`src/rtl/wb_write_arbiter.sv`:
```
// Two-source writeback arbiter for the single register-file write port.
// Each source has a 1-entry buffer; grants alternate round-robin under contention.

module wb_src_buf #(
    parameter int DATA_W = 32,
    parameter int ADDR_W = 5
) (
    input  logic              clk,
    input  logic              rst,
    input  logic              i_valid,
    input  logic [ADDR_W-1:0] i_reg,
    input  logic [DATA_W-1:0] i_data,
    input  logic              i_grant,
    output logic              o_ready,
    output logic              o_full,
    output logic [ADDR_W-1:0] o_reg,
    output logic [DATA_W-1:0] o_data
);
    logic w_accept;

    // A granted entry leaves on this edge, so the slot can refill at once.
    assign o_ready  = !o_full || i_grant;
    assign w_accept = i_valid && o_ready;

    always_ff @(posedge clk or posedge rst) begin
        if (rst) begin
            o_full <= 1'b0;
            o_reg  <= '0;
            o_data <= '0;
        end else begin
            if (w_accept) begin
                o_full <= 1'b1;
                o_reg  <= i_reg;
                o_data <= i_data;
            end else if (i_grant) begin
                o_full <= 1'b0;
            end
        end
    end
endmodule

module wb_write_arbiter #(
    parameter int DATA_W = 32,
    parameter int ADDR_W = 5,
    parameter int CNT_W  = 16
) (
    input  logic              clk,
    input  logic              reset,
    input  logic              alu_valid,
    output logic              alu_ready,
    input  logic [ADDR_W-1:0] alu_reg,
    input  logic [DATA_W-1:0] alu_data,
    input  logic              mem_valid,
    output logic              mem_ready,
    input  logic [ADDR_W-1:0] mem_reg,
    input  logic [DATA_W-1:0] mem_data,
    input  logic [ADDR_W-1:0] readReg1,
    input  logic [ADDR_W-1:0] readReg2,
    output logic              hazard,
    output logic              WB,
    output logic [ADDR_W-1:0] writeReg,
    output logic [DATA_W-1:0] writeData,
    output logic [CNT_W-1:0]  conflict_cnt
);
    localparam int NUM_SRC = 2;  // index 0 = ALU, 1 = MEM

    logic [NUM_SRC-1:0]             w_valid, w_ready, w_full, w_gnt;
    logic [NUM_SRC-1:0][ADDR_W-1:0] w_reg_in, w_reg;
    logic [NUM_SRC-1:0][DATA_W-1:0] w_data_in, w_data;
    logic                           r_last_mem;
    logic                           w_sel;
    logic                           w_hit1, w_hit2;

    assign w_valid   = {mem_valid, alu_valid};
    assign w_reg_in  = {mem_reg, alu_reg};
    assign w_data_in = {mem_data, alu_data};
    assign alu_ready = w_ready[0];
    assign mem_ready = w_ready[1];

    genvar g;
    generate
        for (g = 0; g < NUM_SRC; g++) begin : g_src
            wb_src_buf #(.DATA_W(DATA_W), .ADDR_W(ADDR_W)) u_buf (
                .clk     (clk),
                .rst     (reset),
                .i_valid (w_valid[g]),
                .i_reg   (w_reg_in[g]),
                .i_data  (w_data_in[g]),
                .i_grant (w_gnt[g]),
                .o_ready (w_ready[g]),
                .o_full  (w_full[g]),
                .o_reg   (w_reg[g]),
                .o_data  (w_data[g])
            );
        end
    endgenerate

    // Under contention the source that did not win last time is granted.
    assign w_gnt[0] = w_full[0] && (!w_full[1] || r_last_mem);
    assign w_gnt[1] = w_full[1] && (!w_full[0] || !r_last_mem);
    assign w_sel    = w_gnt[1];

    always_ff @(posedge clk or posedge reset) begin
        if (reset) begin
            WB           <= 1'b0;
            writeReg     <= '0;
            writeData    <= '0;
            r_last_mem   <= 1'b1;
            conflict_cnt <= '0;
        end else begin
            if (|w_gnt) begin
                WB         <= (w_reg[w_sel] != '0);
                writeReg   <= w_reg[w_sel];
                writeData  <= w_data[w_sel];
                r_last_mem <= w_sel;
            end else begin
                WB <= 1'b0;
            end
            if ((&w_full) && (conflict_cnt != '1))
                conflict_cnt <= conflict_cnt + 1'b1;
        end
    end

    always_comb begin
        w_hit1 = (readReg1 != '0) &&
                 ((w_full[0] && readReg1 == w_reg[0]) ||
                  (w_full[1] && readReg1 == w_reg[1]) ||
                  (WB && readReg1 == writeReg));
        w_hit2 = (readReg2 != '0) &&
                 ((w_full[0] && readReg2 == w_reg[0]) ||
                  (w_full[1] && readReg2 == w_reg[1]) ||
                  (WB && readReg2 == writeReg));
    end

    assign hazard = w_hit1 || w_hit2;
endmodule

```
`config.mk`:
```
export PLATFORM = sky130hd
export DESIGN_NAME = wb_write_arbiter
export DESIGN_NICKNAME = d
export VERILOG_FILES = /design/src/rtl/wb_write_arbiter.sv
export SDC_FILE = /design/constraint.sdc
export NUM_CORES = 1
export LEC_CHECK = 0
export ABC_AREA = 1
export CAP_MARGIN = 5
export CORE_MARGIN = 2
export CORE_UTILIZATION = 44
export CTS_CLUSTER_SIZE = 28
export DETAILED_ROUTE_END_ITERATION = 16
export PLACE_DENSITY = 0.69
export SETUP_SLACK_MARGIN = 0.5
export SYNTH_ARGS = -nofsm -noshare
export SYNTH_HDL_FRONTEND = slang
export SYNTH_SLANG_ARGS = --single-unit
```
`constraint.sdc`:
```
create_clock -name clk -period 7 [get_ports clk]
set_input_delay 1.75 -clock clk [delete_from_list [all_inputs] [get_ports clk]]
set_output_delay 1.75 -clock clk [all_outputs]
set_load 0.01 [all_outputs]
```
* Yosys cells after proc, flatten, opt, wreduce, memory -nomap -nowiden
Index checks and enable logic that the tools add are counted.
Storage, ports and cells: register bits after elaboration 131, latch bits 0, memory bits (writable) 0, memory bits (read-only) 0, input bits 88, output and inout bits 57, word-level logic and storage cells 61, memories 0
Cells by class: add/subtract/negate cells 1, multiply operators 0, divide/modulo/power cells 0, magnitude comparators 1, equal/unequal tests 7, shift-type cells 0, mux-type cells 9, bitwise operators 0, reductions and logical operators 32
Operators with widths (number):
- $mux 32 | 2
- $eq 5x5->1 | 6
- $add 16x1->16 const B | 1
- $ne 16x16->1 const B | 1
- $reduce_bool 5->1 | 3
- $logic_and 1x1->1 | 13
- $mux 5 | 2
- $logic_or 1x1->1 | 9
- $mux 1 | 5
- $reduce_bool 2->1 | 2
- $logic_not 1->1 | 3
- $lt 1x2->1 const B | 1
- $reduce_and 2->1 | 1
- $reduce_or 2->1 | 1

* Logic depth before layout (Yosys ltp)
word-level depth 7, mapped depth 9, depth with buffers taken out 8

* Modules after synthesis
Synthesis repeated with hierarchy kept, for this count alone.
Second synthesis, totals: cells, all modules 820, area total of the unflattened synthesis 6419.9 um2
Modules (own cells, without submodules):
- wb_write_arbiter | times used 1, cells each 488, area an instance 3344.5 um2, sequential area each 1377.6 um2
- wb_src_buf | times used 2, cells each 166, area an instance 1537.7 um2, sequential area each 950.9 um2

* Worst setup path before layout
OpenSTA, ideal clock, no wires.
path type input -> output, start point input port readReg2[0], end point output port hazard, arrival time 2.284 ns, data required time 5.250 ns, slack 2.966 ns, stages on the path 7, buffers on the path 0, cell sequence inv_1 > nor2_1 > nor2_1 > nand3_1 > nand3_1 > nand2_1 > nand2_1
Between the ends: cells in the longest elaborated chain, start to end 6, elaborated cells on any way between the ends 11, those cells by class 3 x eq/ne; 8 x reduce/logical
Ends and longest elaborated chain:
- start, declared | line 58 | input logic [ADDR_W-1:0] readReg2,
- $eq 5x5->1, on equally long branches | line 130, 131
- $logic_and 1x1->1, on equally long branches | line 130, 131
- $logic_or 1x1->1 | line 130 | ((w_full[0] && readReg2 == w_reg[0]) ||
- $logic_or 1x1->1 | line 131 | (w_full[1] && readReg2 == w_reg[1]) ||
- $logic_and 1x1->1 * | line 129 | w_hit2 = (readReg2 != '0) &&
- $logic_or 1x1->1 * | line 135 | assign hazard = w_hit1 || w_hit2;
- end, declared | line 59 | output logic hazard,
Every way passes the cells marked *; elsewhere a longest branch is shown, timed or not.

* Final worst setup path
start point input port readReg1[4], end point output port hazard
Between the ends: cells in the longest elaborated chain, start to end 6, elaborated cells on any way between the ends 11, those cells by class 3 x eq/ne; 8 x reduce/logical
Ends and longest elaborated chain:
- start, declared | line 57 | input logic [ADDR_W-1:0] readReg1,
- $eq 5x5->1, on equally long branches | line 126, 127
- $logic_and 1x1->1, on equally long branches | line 126, 127
- $logic_or 1x1->1 | line 126 | ((w_full[0] && readReg1 == w_reg[0]) ||
- $logic_or 1x1->1 | line 127 | (w_full[1] && readReg1 == w_reg[1]) ||
- $logic_and 1x1->1 * | line 125 | w_hit1 = (readReg1 != '0) &&
- $logic_or 1x1->1 * | line 135
Marks and branches as above.

==> metrics.md <==
| Metric | Value |
|---|---|
| Syn_nets | 790 |
| Final Max Slew Viols | 0 |
| Yosys reg bits | 131 |
| First-pass DRT Iterations | 5 |
| Final setup violation count | 0 |
| Chain of cells forming the critical path | clkdlybuf4s50_1, inv_1, nand2_1, nand2_1, nor2_1, nand3_1, nand3_1, nand2_1, nand2_1, clkdlybuf4s50_1 |
| Tot Pwr | 3.16 mW |
| GP Congestion | 0.927 |
| First-pass GRT wire length | 25800 µm |
| Critical Path AT | 3.49 ns |
| Fraction of the mapped netlist area in adder cells | 0.00205 |
| PnR worst setup slack | 1.76 ns |
| Vias in the first global route | 5163 |
| Initial core utilization | 0.444 |
| Largest family of logic cells by synthesized area | simple AND/OR/NAND/NOR gates |
| Netlist cell types | 28 |
| Period utilization | 0.749 |
| P&R area growth vs syn | 35.3% |
| Biggest registers after layout | g_src.u_buf.o_data (64), writeData (32), conflict_cnt (16) |
| Post-synthesis simple-gate area fraction | 0.212 |
| Mux cell area share after synthesis | 0.0591 |
| I/O pin count | 145 |
| CTS Sinks | 131 |
| Post-Syn Area per Cell | 8.69 µm² |
| Top_reg_cell synth | dfrtp_1 |
| Top Family by Delay on Critical Path | buffers and inverters |
| GR peak layer | met2 |
| Hold WC Path Type | register to register |
| CP peak stage delay | 0.59 ns |
| I/O Buffers | 144 |
| Dpl ws | 1.76 ns |
| CTS tree | yes |
| Share of cells above drive strength 1 | 0.0964 |
| Clock buffer depth | 2 |
| Number of nets in the final layout | 927 |
| Post-Syn Instances | 701 |
| M1 GR Usage | 0.291 |
| Initial DRC count | 426 |
| Largest net degree at the start of global routing | 82 |
| Post-synthesis compound-gate area fraction | 0.102 |
| Ys Warns | 0 |
| Most common cell in the netlist | nand2_1 |
| Min Hold Slack | 0.492 ns |
| Number of flip-flops in the largest register | 64 |
| Placed Instances | 999 |
| Synth cell count leaders | nand2_1, dfrtp_1, nor2_1 |
| Crit path max fanout | 7 |
| Area share of the largest cell type after synthesis | 0.534 |
| RSZ-0062 raised after global routing | no |
| Routed Antenna Nets | 0 |
| Synthesized cell area | 6090 µm² |
| Clock H-tree levels | 4 |
| Post-synth EDFFs | 0 |
| Root buffer cell | clkbuf_16 |
| GR Util met2 | 0.376 |
| P per Cell Area | 383 nW/µm² |
| Final hold vios | 0 |
| Cell mode on critical path | nand2_1 |
| CP bufs+invs | 3 |
| GRT Overall Usage | 0.226 |
| Seq/Total Area, Yosys | 0.538 |
| Post-DP HPWL | 10700 µm |
| Crit end category | primary output |
| Ys async rst share | 1.00 |
| WS Path Type | input pin to primary output |
| Count of max-cap constraint violations | 0 |
| Clock Pin Slew Worst Setup and Hold Paths | 0.06 ns |
| Final non-filler cell area | 8250 µm² |
| DP Area | 7630 µm² |
| DR DRC count | 0 |
| Post-CTS Repair Setup Buffers | 0 |
| Die X | 122 µm |
| Number of CTS-inserted buffers | 17 |
| Slowest cell on crit path | clkdlybuf4s50_1 |
| Cell Rows | 43 |
| Crit path time final | 5.24 ns |
| Drt total wl | 15800 µm |
| Antenna diodes | 0 |
| Die Ht | 122 µm |
| Setup Skew | 0.00936 ns |
| Max VDD drop | 233 µV |
| Leading area contributor after synthesis | dfrtp_1 |
| Top post-synthesis cells by area | dfrtp_1, nand2_1, mux2_2 |
| Leakage | 3.76 nW |
| Fin Setup TNS | 0 ns |
| Remaining Overflow, GRT | 0 |
| FMAX | 191 MHz |
| Hold Buf Count CTS | 0 |
| Resized cells post-CTS | 0 |
| Initial antenna violation count | 0 |
| Status | finished, final reports clean |
| Core area | 13700 µm² |
| Final Non-Filler Cells | 1031 |
| Routed length per instance | 15.3 µm |
| Xor/xnor share of the synthesized area | 0.0129 |
| Full die area | 14800 µm² |
| Worst Max-Slew Pin Slew | 1.15 ns |
| Final core occ | 0.601 |
| Routed vias | 5130 |
| Post-DR vias/cell | 4.98 |
| Crit path launch type | input pin |
| Largest Register | g_src.u_buf.o_data |
| Worst skew pair latency | 0.41 ns |
| WP data required | 5.25 ns |
| Slew headroom | 0.229 |
| Met3 GRT Util | 0.0618 |
tightest hold or removal path: cells and delay by family, from the launching register on:
| kind | cells | cell delay (ns) |
|---|---|---|
| AOI/OAI and AO/OA | 1 | 0.06 |
| and+or+nand+nor | 1 | 0.05 |
| DFF | 1 | 0.34 |
where the power goes:
part	total [mW]	internal, mW	switching [mW]
clock	0.916	0.576	0.340
sequential	1.19	1.01	0.179
combinational	1.05	0.495	0.558
layout by cell type (no fill, tap or decap), types with 5 or more instances in the layout:
master	n
nor2_1	84
inv_1	71
nand2_1	209
clkbuf_16	17
clkdlybuf4s50_1	144
o311ai_1	7
xnor2_1	5
dfrtp_1	130
nand3_1	18
o311ai_0	25
a21oi_1	42
mux2_2	32
o21ai_0	22
path summary, 6_finish.rpt:
check	start	endpoint	slack (ns)	cells after the start
max in group asynchronous	reset	writeData[16]	3.82	3
setup / recovery	readReg1[4]	hazard	1.76	10
min in group asynchronous	reset	writeData[12]	1.95	2
hold reg to reg	writeData[4]	writeData[4]	0.49	2
setup reg to reg	g_src[0].u_buf.o_full	g_src[1].u_buf.o_data[19]	4.69	5
hold / removal	writeData[4]	writeData[4]	0.49	2
layout make-up:
type	count	area, µm²
Multi-Input combinational cell	465	2370
Inverter	76	290
Sequential cell	131	3280
Clock inverter	13	173
Tap cell	180	225
Fill cell	1218	5470
Timing Repair Buffer	147	1460
Clock buffer	19	443
layer usage:
layer  wire [µm]  share of wire  up-vias
met5           0              0        -
met4         123         0.0078        0
met3         997          0.063        9
met2        7790           0.49      148
met1        6870           0.44     2434
li1            -              -     2539
logic make-up (layout without fill, tap and decap cells):
logic type	count (synthesis)	count (layout)
adder cells (fa/ha/maj)	1	1
AND/OR/NAND/NOR	325	325
AO/OA/AOI/OAI	98	98
multiplexers	32	32
buffers and inverters	105	255
XOR/XNOR	9	9
flip-flops	131	131
Note: power is estimated with default switching activity, not from simulation.
